<file path="src/rtl/wb_sequencer_if.sv">
// Bus bundle between the instruction decoder / memory side and wb_sequencer.
// slave  : the sequencer (consumes instructions and memory acks, drives
//          the write-back select, register-file strobes and memory requests).
// master : the surrounding datapath / test environment.
interface wb_sequencer_if;
  logic       i_InstValid;
  logic       o_InstReady;
  logic [2:0] i_Opcode;
  logic [2:0] i_Rd;
  logic       i_MemAck;
  logic       o_RdReq;
  logic       o_WrReq;
  logic [2:0] o_Sel_Mux;
  logic       o_RegWe;
  logic [2:0] o_RegAddr;
  logic       o_PcLoad;
  logic       o_Halted;
  logic       o_Error;

  modport slave (
    input  i_InstValid, i_Opcode, i_Rd, i_MemAck,
    output o_InstReady, o_RdReq, o_WrReq, o_Sel_Mux, o_RegWe,
           o_RegAddr, o_PcLoad, o_Halted, o_Error
  );

  modport master (
    output i_InstValid, i_Opcode, i_Rd, i_MemAck,
    input  o_InstReady, o_RdReq, o_WrReq, o_Sel_Mux, o_RegWe,
           o_RegAddr, o_PcLoad, o_Halted, o_Error
  );
endinterface

</file>
<file path="src/rtl/wb_sequencer.sv">
// Write-back sequencer for the MicroUAZ datapath.
// Accepts decoded instructions over a valid/ready handshake, drives the
// write-back Mux select, register-file write enable/address, the CALL
// PC-load pulse and the memory read/write request handshakes with a
// bounded wait for the memory acknowledge.
// Ports:
//   i_Clk   : clock, rising edge
//   i_Reset : synchronous, active-high reset
//   bus     : wb_sequencer_if.slave (instruction handshake, memory
//             handshake, write-back controls, halted / sticky error flags)
// All outputs are registered.
module wb_sequencer #(
  parameter int unsigned TIMEOUT_CYCLES = 15,
  parameter int unsigned CNT_W          = 8
) (
  input  logic           i_Clk,
  input  logic           i_Reset,
  wb_sequencer_if.slave  bus
);

  typedef enum logic [2:0] {
    S_IDLE,
    S_DECODE,
    S_MEM_RD,
    S_MEM_WR,
    S_WB,
    S_HALT
  } state_t;

  typedef enum logic [2:0] {
    OP_NOP  = 3'b000,
    OP_MOVY = 3'b001,
    OP_MOVX = 3'b010,
    OP_LDI  = 3'b011,
    OP_LD   = 3'b100,
    OP_CALL = 3'b101,
    OP_ST   = 3'b110,
    OP_HALT = 3'b111
  } opcode_t;

  localparam logic [2:0] SEL_DATAIN = 3'b000;
  localparam logic [2:0] SEL_RY     = 3'b001;
  localparam logic [2:0] SEL_RX     = 3'b010;
  localparam logic [2:0] SEL_NUM    = 3'b011;
  localparam logic [2:0] SEL_SAVER7 = 3'b100;

  localparam logic [CNT_W-1:0] CNT_LIMIT = CNT_W'(TIMEOUT_CYCLES);

  state_t           state;
  opcode_t          op_q;
  logic [2:0]       rd_q;
  logic [CNT_W-1:0] cnt;

  logic       inst_ready;
  logic       rd_req;
  logic       wr_req;
  logic [2:0] sel_mux;
  logic       reg_we;
  logic [2:0] reg_addr;
  logic       pc_load;
  logic       halted;
  logic       error;

  // An ack only counts while a request is actually on the bus.
  logic mem_ack_valid;
  assign mem_ack_valid = bus.i_MemAck && (rd_req || wr_req);

  always_ff @(posedge i_Clk) begin
    if (i_Reset) begin
      state      <= S_IDLE;
      op_q       <= OP_NOP;
      rd_q       <= '0;
      cnt        <= '0;
      inst_ready <= 1'b1;
      rd_req     <= 1'b0;
      wr_req     <= 1'b0;
      sel_mux    <= '0;
      reg_we     <= 1'b0;
      reg_addr   <= '0;
      pc_load    <= 1'b0;
      halted     <= 1'b0;
      error      <= 1'b0;
    end else begin
      reg_we  <= 1'b0;
      pc_load <= 1'b0;

      case (state)
        S_IDLE: begin
          inst_ready <= 1'b1;
          if (bus.i_InstValid && inst_ready) begin
            op_q       <= opcode_t'(bus.i_Opcode);
            rd_q       <= bus.i_Rd;
            inst_ready <= 1'b0;
            state      <= S_DECODE;
          end
        end

        S_DECODE: begin
          reg_addr <= rd_q;
          case (op_q)
            OP_NOP:  state <= S_IDLE;
            OP_MOVY: begin sel_mux <= SEL_RY;  state <= S_WB; end
            OP_MOVX: begin sel_mux <= SEL_RX;  state <= S_WB; end
            OP_LDI:  begin sel_mux <= SEL_NUM; state <= S_WB; end
            OP_LD:   begin sel_mux <= SEL_DATAIN; state <= S_MEM_RD; end
            OP_CALL: begin
              sel_mux  <= SEL_SAVER7;
              reg_addr <= 3'd7;
              state    <= S_WB;
            end
            OP_ST:   state <= S_MEM_WR;
            OP_HALT: state <= S_HALT;
            default: state <= S_IDLE;
          endcase
        end

        S_MEM_RD, S_MEM_WR: begin
          if (mem_ack_valid) begin
            rd_req <= 1'b0;
            wr_req <= 1'b0;
            cnt    <= '0;
            if (state == S_MEM_RD) begin
              // Read data is on DataInBus only in the cycle right after the
              // ack, so the load's write strobe fires here and WB just
              // retires it.
              reg_we <= 1'b1;
              state  <= S_WB;
            end else begin
              state  <= S_IDLE;
            end
          end else if (cnt == CNT_LIMIT) begin
            rd_req <= 1'b0;
            wr_req <= 1'b0;
            cnt    <= '0;
            error  <= 1'b1;
            state  <= S_IDLE;
          end else begin
            cnt    <= cnt + CNT_W'(1);
            rd_req <= (state == S_MEM_RD);
            wr_req <= (state == S_MEM_WR);
          end
        end

        S_WB: begin
          reg_we  <= (op_q != OP_LD);
          pc_load <= (op_q == OP_CALL);
          state   <= S_IDLE;
        end

        S_HALT: begin
          halted     <= 1'b1;
          inst_ready <= 1'b0;
        end

        default: state <= S_IDLE;
      endcase
    end
  end

  assign bus.o_InstReady = inst_ready;
  assign bus.o_RdReq     = rd_req;
  assign bus.o_WrReq     = wr_req;
  assign bus.o_Sel_Mux   = sel_mux;
  assign bus.o_RegWe     = reg_we;
  assign bus.o_RegAddr   = reg_addr;
  assign bus.o_PcLoad    = pc_load;
  assign bus.o_Halted    = halted;
  assign bus.o_Error     = error;

endmodule

</file>
<file path="src/flat_wrapper.sv">
// flat-port wrapper written by rule: the top's interface ports become plain ports
module wb_sequencer_flat 
#(
  parameter int unsigned TIMEOUT_CYCLES = 15,
  parameter int unsigned CNT_W          = 8
)
  (i_Clk, i_Reset, bus_i_InstValid, bus_i_Opcode, bus_i_Rd, bus_i_MemAck, bus_o_InstReady, bus_o_RdReq, bus_o_WrReq, bus_o_Sel_Mux, bus_o_RegWe, bus_o_RegAddr, bus_o_PcLoad, bus_o_Halted, bus_o_Error);
  wb_sequencer_if bus_i ();
  input  logic i_Clk;
  input  logic i_Reset;
  input wire logic [$bits(bus_i.i_InstValid)-1:0] bus_i_InstValid;
  input wire logic [$bits(bus_i.i_Opcode)-1:0] bus_i_Opcode;
  input wire logic [$bits(bus_i.i_Rd)-1:0] bus_i_Rd;
  input wire logic [$bits(bus_i.i_MemAck)-1:0] bus_i_MemAck;
  output wire logic [$bits(bus_i.o_InstReady)-1:0] bus_o_InstReady;
  output wire logic [$bits(bus_i.o_RdReq)-1:0] bus_o_RdReq;
  output wire logic [$bits(bus_i.o_WrReq)-1:0] bus_o_WrReq;
  output wire logic [$bits(bus_i.o_Sel_Mux)-1:0] bus_o_Sel_Mux;
  output wire logic [$bits(bus_i.o_RegWe)-1:0] bus_o_RegWe;
  output wire logic [$bits(bus_i.o_RegAddr)-1:0] bus_o_RegAddr;
  output wire logic [$bits(bus_i.o_PcLoad)-1:0] bus_o_PcLoad;
  output wire logic [$bits(bus_i.o_Halted)-1:0] bus_o_Halted;
  output wire logic [$bits(bus_i.o_Error)-1:0] bus_o_Error;
  assign bus_i.i_InstValid = bus_i_InstValid;
  assign bus_i.i_Opcode = bus_i_Opcode;
  assign bus_i.i_Rd = bus_i_Rd;
  assign bus_i.i_MemAck = bus_i_MemAck;
  assign bus_o_InstReady = bus_i.o_InstReady;
  assign bus_o_RdReq = bus_i.o_RdReq;
  assign bus_o_WrReq = bus_i.o_WrReq;
  assign bus_o_Sel_Mux = bus_i.o_Sel_Mux;
  assign bus_o_RegWe = bus_i.o_RegWe;
  assign bus_o_RegAddr = bus_i.o_RegAddr;
  assign bus_o_PcLoad = bus_i.o_PcLoad;
  assign bus_o_Halted = bus_i.o_Halted;
  assign bus_o_Error = bus_i.o_Error;
  wb_sequencer #(.TIMEOUT_CYCLES(TIMEOUT_CYCLES), .CNT_W(CNT_W)) u_core (.i_Clk(i_Clk), .i_Reset(i_Reset), .bus(bus_i));
endmodule
</file>
<file path="config.mk">
export PLATFORM = sky130hd
export DESIGN_NAME = wb_sequencer_flat
export DESIGN_NICKNAME = d
export VERILOG_FILES = /design/src/rtl/wb_sequencer_if.sv /design/src/rtl/wb_sequencer.sv /design/src/flat_wrapper.sv
export SDC_FILE = /design/constraint.sdc
export NUM_CORES = 1
export LEC_CHECK = 0
export CAP_MARGIN = 20
export CORE_MARGIN = 2
export CORE_UTILIZATION = 38
export DETAILED_ROUTE_END_ITERATION = 7
export PLACE_DENSITY = 0.64
export SYNTH_ARGS = -nofsm -noshare
export SYNTH_HDL_FRONTEND = slang
export SYNTH_SLANG_ARGS = --single-unit
</file>
<file path="constraint.sdc">
create_clock -name i_Clk -period 2.06 [get_ports i_Clk]
set_input_delay 0.206 -clock i_Clk [delete_from_list [all_inputs] [get_ports i_Clk]]
set_output_delay 0.206 -clock i_Clk [all_outputs]
set_load 0.05 [all_outputs]
</file>
# Word level (Yosys, flattened, before mapping)
# Index checks and enable logic that the tools add are counted.
# Widths: inputs -> output; s select.
# word_totals
reg_bits	30
input_bits	10
# classes
bitwise_logic	3
reduce_logical	14
eq_ne	16
muxes	19
n_addsub	1
# op_table
operator	n
$pmux 3 s5	2
$eq 3x3->1 const B	6
$mux 8	2
$mux 3	5
$eq 3x2->1 const B	4
$pmux 3 s4	1
$add 8x1->8 const B	1
$eq 8x4->1 const B	1
$mux 1	7
$eq 3x1->1 const B	2
$logic_not 3->1	2
$reduce_and 3->1	2
$reduce_bool 5->1	1
$pmux 1 s2	2
$reduce_and 2->1	2
$reduce_or 2->1	2
$reduce_or 4->1	1
$ne 3x1->1 const B	1
$ne 3x3->1 const B	1
$not 1->1	3
$logic_and 1x1->1	2
$ne 2x1->1 const B	1
$reduce_bool 2->1	1
$logic_or 1x1->1	1

# Depth between registers and ports, before layout
# Gate-level depths: netlist of the first run.
# logic_depth
ltp_word	4
ltp_mapped	6

# Worst setup path before layout of the first run
# No wires, ideal clock.
# synth_timing
path_kind	register to register
start	register u_core.cnt[0]
end	register u_core.state[1]
synth_period_minus_slack_ps	1495
t_required_ps	1974
arrival_time_ps	1410
stages_incl_launch_ff	7
path_buffers	1
path_slack_ps	565
path_cell_list	dfxtp_1 > ha_1 > and3_1 > buf_6 > a211oi_4 > a31oi_1 > a211oi_1
# synth_between
elab_chain_cells	3
# synth_lines
item	line_no	text
start: declaration	wb_sequencer.sv:52	logic [CNT_W-1:0] cnt;
start signal: assignment	wb_sequencer.sv:138	cnt <= cnt + CNT_W'(1);
$eq 8x4->1	wb_sequencer.sv:131	end else if (cnt == CNT_LIMIT) begin
$ne 3x1->1 (no line)	n/a	
$reduce_and 3->1 (no line)	n/a	
end signal: assignment	wb_sequencer.sv:127	state <= S_WB;
end signal: assignment	wb_sequencer.sv:129	state <= S_IDLE;
end signal: assignment	wb_sequencer.sv:136	state <= S_IDLE;
end: declaration	wb_sequencer.sv:49	state_t state;
# Every way passes these cells.
# A chain may end at the register's enable or synchronous reset.

# Worst setup path in the final report of the first run
# layout_timing
start	register u_core.inst_ready, in the netlist u_core.bus.o_InstReady
end	output bus_o_InstReady
# layout_rtl
item	line_no	text
start: declaration	wb_sequencer.sv:54	logic inst_ready;
start signal: assignment	wb_sequencer.sv:74	inst_ready <= 1'b1;
start signal: assignment	wb_sequencer.sv:89	inst_ready <= 1'b1;
start signal: assignment	wb_sequencer.sv:93	inst_ready <= 1'b0;
end: declaration	flat_wrapper.sv:15	output wire logic [$bits(bus_i.o_InstReady)-1:0] bus_o_InstReady;
# No word-level cell between the ends.

==> summary.md, run 1 <==
The flow ran to the end, and the final reports show no timing, DRC or antenna violations. For the global router's overall resource usage, the log shows 15.9%. Cell internal power was estimated by the tool at 1.08 mW.

The achievable clock frequency is 561 MHz, and the proportion of layout cells with a drive suffix above 1 is 10.4%. Family with the most delay on the worst path: buffers and inverters. TritonCTS created 5 clock buffers. The die covers 4100 um2. The initial antenna violation count is 0, and the register clock-pin slew on the reported worst setup and hold paths is 0.10 ns.

Summing the sequential cell areas from Yosys gives 43.9% of the chip area. Counting every net in the synthesized netlist gives 170. The number of sinks handled by clock tree synthesis came out at 30. The kind of start point of the critical path is a flip-flop. The critical path's largest stage delay works out to 0.83 ns. The slowest stage of the critical path belongs to the cell sky130_fd_sc_hd__clkdlybuf4s50_1. Counting the fill cells in the layout gives 346.

The layout overhead on the synthesized area was 25.9%; the number of diodes was 0. The run gives 1204 as the total via count after detailed routing. Type of element capturing the critical path: a primary output.

The maximum number of pins on one net before global-route repair was 15; the area share of the largest cell type after synthesis was 43.9%. The capture instance of the worst register-to-register path is u_core.state[1]. The longest clock path from root to sink contains 2 buffers. Sorting the synthesized cells by area gives the leading types as sky130_fd_sc_hd__dfxtp_1 44%, sky130_fd_sc_hd__nor2_1 6.3%, sky130_fd_sc_hd__mux2i_1 5.1%, sky130_fd_sc_hd__nand2_1 4.1%, sky130_fd_sc_hd__a21oi_1 3.7%.

The post-detailed-route count of antenna-violating nets was 0; the time the final worst path needs with I/O delays and setup was 1.78 ns. Startpoint of the tightest hold check path: bus_i_Rd[1]. In the post-route analysis, the smallest setup slack over all paths is 0.278 ns. The number of H-tree branching levels was 2. The setup path with the least slack is of type flip-flop to primary output. The critical path starts at u_core.bus.o_InstReady.

The HPWL reported at the end of detailed placement is 2090 um. The run gives 21 as the DRC marker count from the first detailed-route iteration. Dividing total power by cell area gives a power density of 819 nW/um2. After detailed routing, the number of vias per cell comes to 5.26. The clock reaches the later pin of the worst-skew pair after 0.33 ns. The logs give 0.40 ns for the flop-to-flop setup slack and 21 for the number of rows in the core area. In the final routed layout, each cell accounts on average for 13.1 um. The clock network accounts for 44.4% of the total power.

The tool flagged a number of max-cap violations equal to 0. The die width was 64.0 um; the number of setup buffers added after CTS was 0. The root buffer cell chosen for the clock tree is sky130_fd_sc_hd__clkbuf_4. The count of buffering cells on the critical path with inverters included came out at 1.

The worst hold path terminates at u_core.rd_q[1]. Final worst-path cycle share: 86.5%. The post-cts repair resize count was 0. Summed over all cells, the static leakage comes to 0.629 nW. The remaining max-slew budget at the tightest pin is 66.0%, and the number of global-route vias before repair is 1158.

Setup repair after global routing left no endpoint under its margin. Clock skew on the completed layout was measured at 0.0123 ns. During placement, the flow inserted port buffers numbering 22.

The first global-routing pass estimated 5060 um of wire. Proportion of power drawn by combinational gates: 11.4%. The number of optimization iterations in the first detailed-route pass is 4, and the worst path arrival time is 1.58 ns. The synthesized cell area is 1370 um2, and the worst hold path depth is 3.

For the worst setup path, the data required time is 1.85 ns. During synthesis, Yosys emitted a total of 0 warnings. The worst flop-to-flop path startpoint was u_core.cnt[0].

Mean instance size in the synthesized netlist: 8.61 um2. Worst min-delay path category: primary input to flip-flop. For the max-slew violation count, the log shows 0. The share of synthesized flip-flops with an asynchronous set or reset was 0%; the floorplan core area was 3390 um2.

The effective utilization at floorplan is 40.4%, and the part of the power in registers is 44.2%. The tools report the remaining global-route overflow as 0. The slew of the pin with the lowest slew margin is 0.505 ns. The tools report the residual DRC count as 0. The synthesized netlist contains 37 unique library cells. The largest area contributor in the netlist is sky130_fd_sc_hd__dfxtp_1. For this design the top-level I/O count stands at 23. Minimum setup slack after placement: 0.436 ns. Across the VDD grid, the largest voltage drop is 407 uV.

The net count of the finished layout is 193. The logs give 0 for the number of hold buffers added after CTS and 159 for the instance count of the mapped netlist. The final-layout setup total negative slack is 0 ns. TritonCTS built the clock tree. The synthesized design contains 30 register bits. Summed over all nets, the switching power comes to 0.328 mW. The maximum fanout along the worst path is 4. The die height is 64.0 um. The final hold violation count is 0.

Routability-driven placement finished with a final weighted congestion of 0.802. Summed over all layers, the routed wires come to 3000 um. The number of flops mapped to enable cells by yosys is 0, and the share of total power consumed by net switching is 23.2%. The critical path goes through clkdlybuf4s50_1. Setup violations remaining at the end of the flow were counted as 0. The top flip-flop cell by instance count after synthesis was sky130_fd_sc_hd__dfxtp_1. Counting cells, the worst reg-to-reg path comes to 5.
## stage by stage
| step | instances | hold slack, ns | utilization (%) | cell area [um2] | power [mW] |
|---|---|---|---|---|---|
| 4_1_cts | 229 | 0.467 | 50.8 | 1720 | 1.42 |
| 6_report | 229 | 0.468 | 50.8 | 1720 | 1.41 |
| 2_1_floorplan | 159 | 0.350 | - | 1370 | 0.740 |
| 3_5_place_dp | 221 | 0.469 | 47.5 | 1610 | 0.798 |
| 5_1_grt | 229 | 0.473 | 50.8 | 1720 | 1.46 |
| 3_3_place_gp | 221 | 0.450 | 47.5 | 1610 | 0.794 |
## per-layer routing
metal / wire length (um) / part of all wire (%) / global-route usage (%)
met1: 1340 / 45 / 18.2
met2: 1520 / 51 / 27.7
met3: 103 / 3.4 / 3.35
met4: 42 / 1.4 / 8.15
met5: 0 / 0 / 0
## final cells by class
type	count	area, um2	share of cell area, %
tap	46	57.6	3.34
clock buffer	6	51.3	2.98
clock inverter	2	60.1	3.49
timing repair buffer	26	250	14.5
multi-input combinational	115	688	39.9
inverter	4	15.0	0.871
sequential	30	601	34.9
## synthesized netlist by cell type (all sizes together) (4+ instances only)
cell type	instances
a21oi	10
a31oi	6
buf	5
clkbuf	5
dfxtp	30
inv	4
mux2i	7
nand2	15
nand3	6
nor2	23
nor2b	4
nor3	5
o21ai	10
## cells in the final DEF, fill, tap and decap left out, types with 5 or more instances in the layout
cell type / n
sky130_fd_sc_hd__dfxtp_1: 30
sky130_fd_sc_hd__nor2_1: 23
sky130_fd_sc_hd__clkdlybuf4s50_1: 22
sky130_fd_sc_hd__nand2_1: 15
sky130_fd_sc_hd__a21oi_1: 10
sky130_fd_sc_hd__mux2i_1: 7
sky130_fd_sc_hd__o21ai_0: 7
sky130_fd_sc_hd__a31oi_1: 6
sky130_fd_sc_hd__nor3_1: 5
sky130_fd_sc_hd__clkbuf_4: 5
## logic make-up (layout without fill, tap and decap cells)
group           after synthesis  count (layout)  share of synthesized area [%]
fa+ha+maj                     1               1                          0.914
compound gates               40              40                           18.6
buf+inv                      14              38                           5.85
mux                           7               7                           5.12
flops                        30              30                           43.9
simple gates                 67              67                           25.6
## worst max-delay path by stage
stage                      endpoint  cells past startpoint  slack (ns)
global route        bus_o_InstReady                      1        0.21
floorplan           u_core.state[1]                      6        0.56
global placement    u_core.state[1]                      5        0.48
detailed placement    u_core.cnt[3]                      5        0.44
CTS                 bus_o_InstReady                      1        0.26
finish              bus_o_InstReady                      1        0.28
## power by group through the flow
stage	logic (mW)	registers, mW	clock network [mW]
floorplan	0.0820	0.658	0
detailed placement	0.161	0.637	0
global placement	0.158	0.636	0
finish	0.161	0.623	0.626
global route	0.173	0.628	0.661
CTS	0.161	0.624	0.636
## sequential cells by signal (all words and copies together) (netlist names)
signal / cells
u_core.bus.o_RdReq: 1
u_core.cnt: 8
u_core.bus.o_WrReq: 1
u_core.bus.o_RegWe: 1
u_core.bus.o_Sel_Mux: 3
u_core.state: 3
u_core.bus.o_Error: 1
u_core.bus.o_RegAddr: 3
u_core.bus.o_PcLoad: 1
u_core.rd_q: 3
u_core.bus.o_InstReady: 1
u_core.bus.o_Halted: 1
u_core.op_q: 3
Note: power is estimated with default switching activity, not from simulation.
==> run 2, diff against run 1 <==
SKIP_CTS_REPAIR_TIMING = 1   (was unset)
==> results of run 2 <==
No change in the layout: final DEF, timing and power equal those of run 1.
==> run 3, diff against run 2 <==
CTS_CLUSTER_SIZE = 10   (was unset)
DONT_BUFFER_PORTS = 1   (was unset)
GPL_ROUTABILITY_DRIVEN = 0   (was unset)
PLACE_DENSITY = 0.56   (was 0.64)
==> run 3 against run 2 <==
Net effect: fmax grew 5.1%; sequential share of layout area grew 5.4 points; hold slack lost 0.45 ns; sequential cell count is the same; die area is the same; global-route usage grew 0.28 points; total power shrank 20%; non-clock buffer count shrank 19; largest cell class unchanged; clock-buffer cell count is the same; first-iteration DRC count grew to 2.6 times the previous value; combinational power shrank 32%.
==> summary.md, run 3 (same netlist as run 1, synthesis figures left out) <==
The flow ran to the end, and the final reports show no timing, DRC or antenna violations. The tools report the global router's overall resource usage as 16.2% (was 15.9%). Die width: 64.0 um (unchanged).

The I/O pin total was 23 (unchanged); the register clock-pin slew on the reported worst setup and hold paths was 0.10 ns (about the same). The post-layout total power is 1.13 mW (was 1.41 mW), and the maximum number of pins on one net before global-route repair is 31 (was 15). The DRC marker count from the first detailed-route iteration was 55 (was 21); the number of sinks handled by clock tree synthesis was 30 (unchanged). The layout overhead on the synthesized area works out to 8.87% (was 25.9%). Most flop-heavy register: u_core.cnt (unchanged). For the worst-case vdd ir drop, the log shows 408 uV (was 407 uV).

The power per cell area is 755 nW/um2 (was 819 nW/um2), and the worst path arrival time is 1.94 ns (was 1.58 ns). The initial antenna violation count was 0 (unchanged). The logic depth of the worst register-to-register path came out at 5 (unchanged). The HPWL reported at the end of detailed placement is 1970 um (was 2090 um).

The remaining max-slew budget at the tightest pin is 64.6% (was 66.0%), and the part of the power in the clock network is 32.9% (was 44.4%). The run gives 21 (unchanged) as the number of rows in the core area. Maximum fanout along the worst path: 10 (was 4). TritonCTS built the clock tree.

For the remaining global-route overflow, the log shows 0 (unchanged). The maximum count of clock buffers along a single path came out at 2 (unchanged). The ratio of routed vias to standard cells is 5.46 (was 5.26). The routed wirelength normalized by instance count is 13.8 um (was 13.1 um). The tools report the worst flop-to-flop path startpoint as u_core.cnt[0] (unchanged). The data required time of the worst path was 2.30 ns (was 1.85 ns). Most frequent cells in the layout: 30 x sky130_fd_sc_hd__dfxtp_1, 23 x sky130_fd_sc_hd__nor2_1, 15 x sky130_fd_sc_hd__nand2_1 (was 30 x sky130_fd_sc_hd__dfxtp_1, 23 x sky130_fd_sc_hd__nor2_1, 22 x sky130_fd_sc_hd__clkdlybuf4s50_1). The floorplan core area is 3390 um2 (unchanged). Cell area reported after detailed placement: 1410 um2 (was 1610 um2).

The final worst-path cycle share came out at 82.3% (was 86.5%). The run gives 1158 (unchanged) as the number of global-route vias before repair. The start point of the critical path was u_core.cnt[0] (was u_core.bus.o_InstReady).

The kind of start point of the critical path is a flip-flop (unchanged). The tools report the clock network latency to the later pin of the worst-skew pair as 0.33 ns (about the same). The post-detailed-route count of antenna-violating nets is 0 (unchanged), and the total of endpoints with negative setup slack in the final report is 0 (unchanged).

For the total via count after detailed routing, the log shows 1146 (was 1204). The logs give 0.545 nW (was 0.629 nW) for the static power due to leakage and 40.4% (unchanged) for the effective utilization at floorplan. The classification of the worst setup path is flip-flop to flip-flop (was flip-flop to primary output). The flip-flop count of the largest register after layout is 8 (unchanged), and the number of maximum-capacitance violations is 0 (unchanged). For the max-slew violation count, the log shows 0 (unchanged). The clock tree root driver cell was sky130_fd_sc_hd__clkbuf_4 (unchanged).

The net switching power of the design is 0.316 mW (was 0.328 mW). The logs give 0.00631 ns (was 0.0123 ns) for the setup skew after layout and 0 (unchanged) for the residual DRC count. The final-layout setup total negative slack is 0 ns (unchanged), and the post-layout net count is 174 (was 193).

The commonest non-fill, non-tap cell in the layout was sky130_fd_sc_hd__dfxtp_1 (unchanged). Worst min-delay path category: primary input to flip-flop (unchanged). Setup repair after global routing left no endpoint under its margin.

The share of total power consumed by net switching works out to 28.0% (was 23.2%). The tools report the type of element capturing the critical path as a flip-flop (was a primary output). For the flop-to-flop setup slack, the log shows 0.37 ns (was 0.40 ns). The count of buffers from port buffering is 0 (was 22), and the proportion of layout cells with a drive suffix above 1 is 13.4% (was 10.4%). The part of the power in registers came out at 57.3% (was 44.2%). The run gives 590 MHz (was 561 MHz) as the achievable clock frequency. The tools report the capture instance of the worst register-to-register path as u_core.state[1] (unchanged). The slew of the pin with the lowest slew margin is 0.530 ns (was 0.505 ns). The number of diodes was 0 (unchanged); the die height was 64.0 um (unchanged).

The logs give 4100 um2 (unchanged) for the floorplan die area and 0 (unchanged) for the final hold violation count. For the final routed wirelength across all metal layers, the log shows 2890 um (was 3000 um). The run gives 5 (unchanged) as the total CTS buffers. The run gives 0.810 mW (was 1.08 mW) as the internal power. The logs give 9.7% (was 11.4%) for the proportion of power drawn by combinational gates and 4 (unchanged) for the number of optimization iterations in the first detailed-route pass. For the number of H-tree branching levels, the log shows 2 (unchanged).

The capturing instance or port of the critical path is u_core.state[1] (was bus_o_InstReady). Global-route wire length before repair: 5150 um (was 5060 um). The time the final worst path needs with I/O delays and setup works out to 1.69 ns (was 1.78 ns). The post-route standard cell area excluding fillers was 1490 um2 (was 1720 um2).
==> run 3: changes by cell type in the layout (fill, tap and decap cells not counted) <==
cell / delta
sky130_fd_sc_hd__clkdlybuf4s50_1: -22
sky130_fd_sc_hd__bufinv_16: -2
sky130_fd_sc_hd__clkinv_2: +1
sky130_fd_sc_hd__clkinvlp_4: +1
sky130_fd_sc_hd__buf_4: +2
sky130_fd_sc_hd__buf_12: +1
==> run 3: how the worst min path moves through the flow <==
stage	slack [ns]	depth (start not counted)	end	startpoint
after floorplan	0.35	2	u_core.op_q[0]	bus_i_Opcode[0]
after global placement	0.28	1	u_core.bus.o_Sel_Mux[2]	i_Reset
after detailed placement	0.28	1	u_core.bus.o_Sel_Mux[1]	i_Reset
after CTS	-0.09	1	u_core.cnt[6]	i_Reset
after global routing	0.02	2	u_core.op_q[2]	bus_i_Opcode[2]
final	0.02	2	u_core.op_q[1]	bus_i_Opcode[1]
==> run 3: area by class of cell <==
type | instances | area, um2
clock buffers | 6 | 51.3
clock inverters | 2 | 12.5
fillers | 339 | 1900
inverters | 4 | 15.0
multi-input cells | 115 | 688
flip-flops and latches | 30 | 601
well taps | 46 | 57.6
repair buffers | 7 | 65.1
==> run 3: worst max-delay path: stages (launching register included) <==
cell and delay, ns:
sky130_fd_sc_hd__dfxtp_1 0.35, sky130_fd_sc_hd__ha_1 0.23, sky130_fd_sc_hd__and3_1 0.27, sky130_fd_sc_hd__a211oi_4 0.44, sky130_fd_sc_hd__a31oi_1 0.08, sky130_fd_sc_hd__a211oi_1 0.24
==> run 3: power groups by stage <==
stage,clock (mW),sequential [mW],combinational (mW)
floorplan,0,0.658,0.0820
global placement,0,0.658,0.0943
detailed placement,0,0.659,0.0974
CTS,0.386,0.645,0.0976
global route,0.414,0.650,0.123
finish,0.371,0.645,0.110
==> run 3: layer usage <==
metal	global-route usage [%]	wire length (um)
met1	20.0	1310
met2	25.4	1360
met5	0	0
met3	5.11	190
met4	8.15	38
==> run 3: stage by stage <==
step                setup WS [ns]  std cells  util [%]  hold slack [ns]
floorplan                   0.565        159         -            0.350
global placement            0.480        201      41.5            0.279
detailed placement          0.397        201      41.5            0.280
CTS                         0.354        209      43.4          -0.0879
global route                0.207        210      44.0           0.0160
finish                      0.365        210      44.0           0.0210
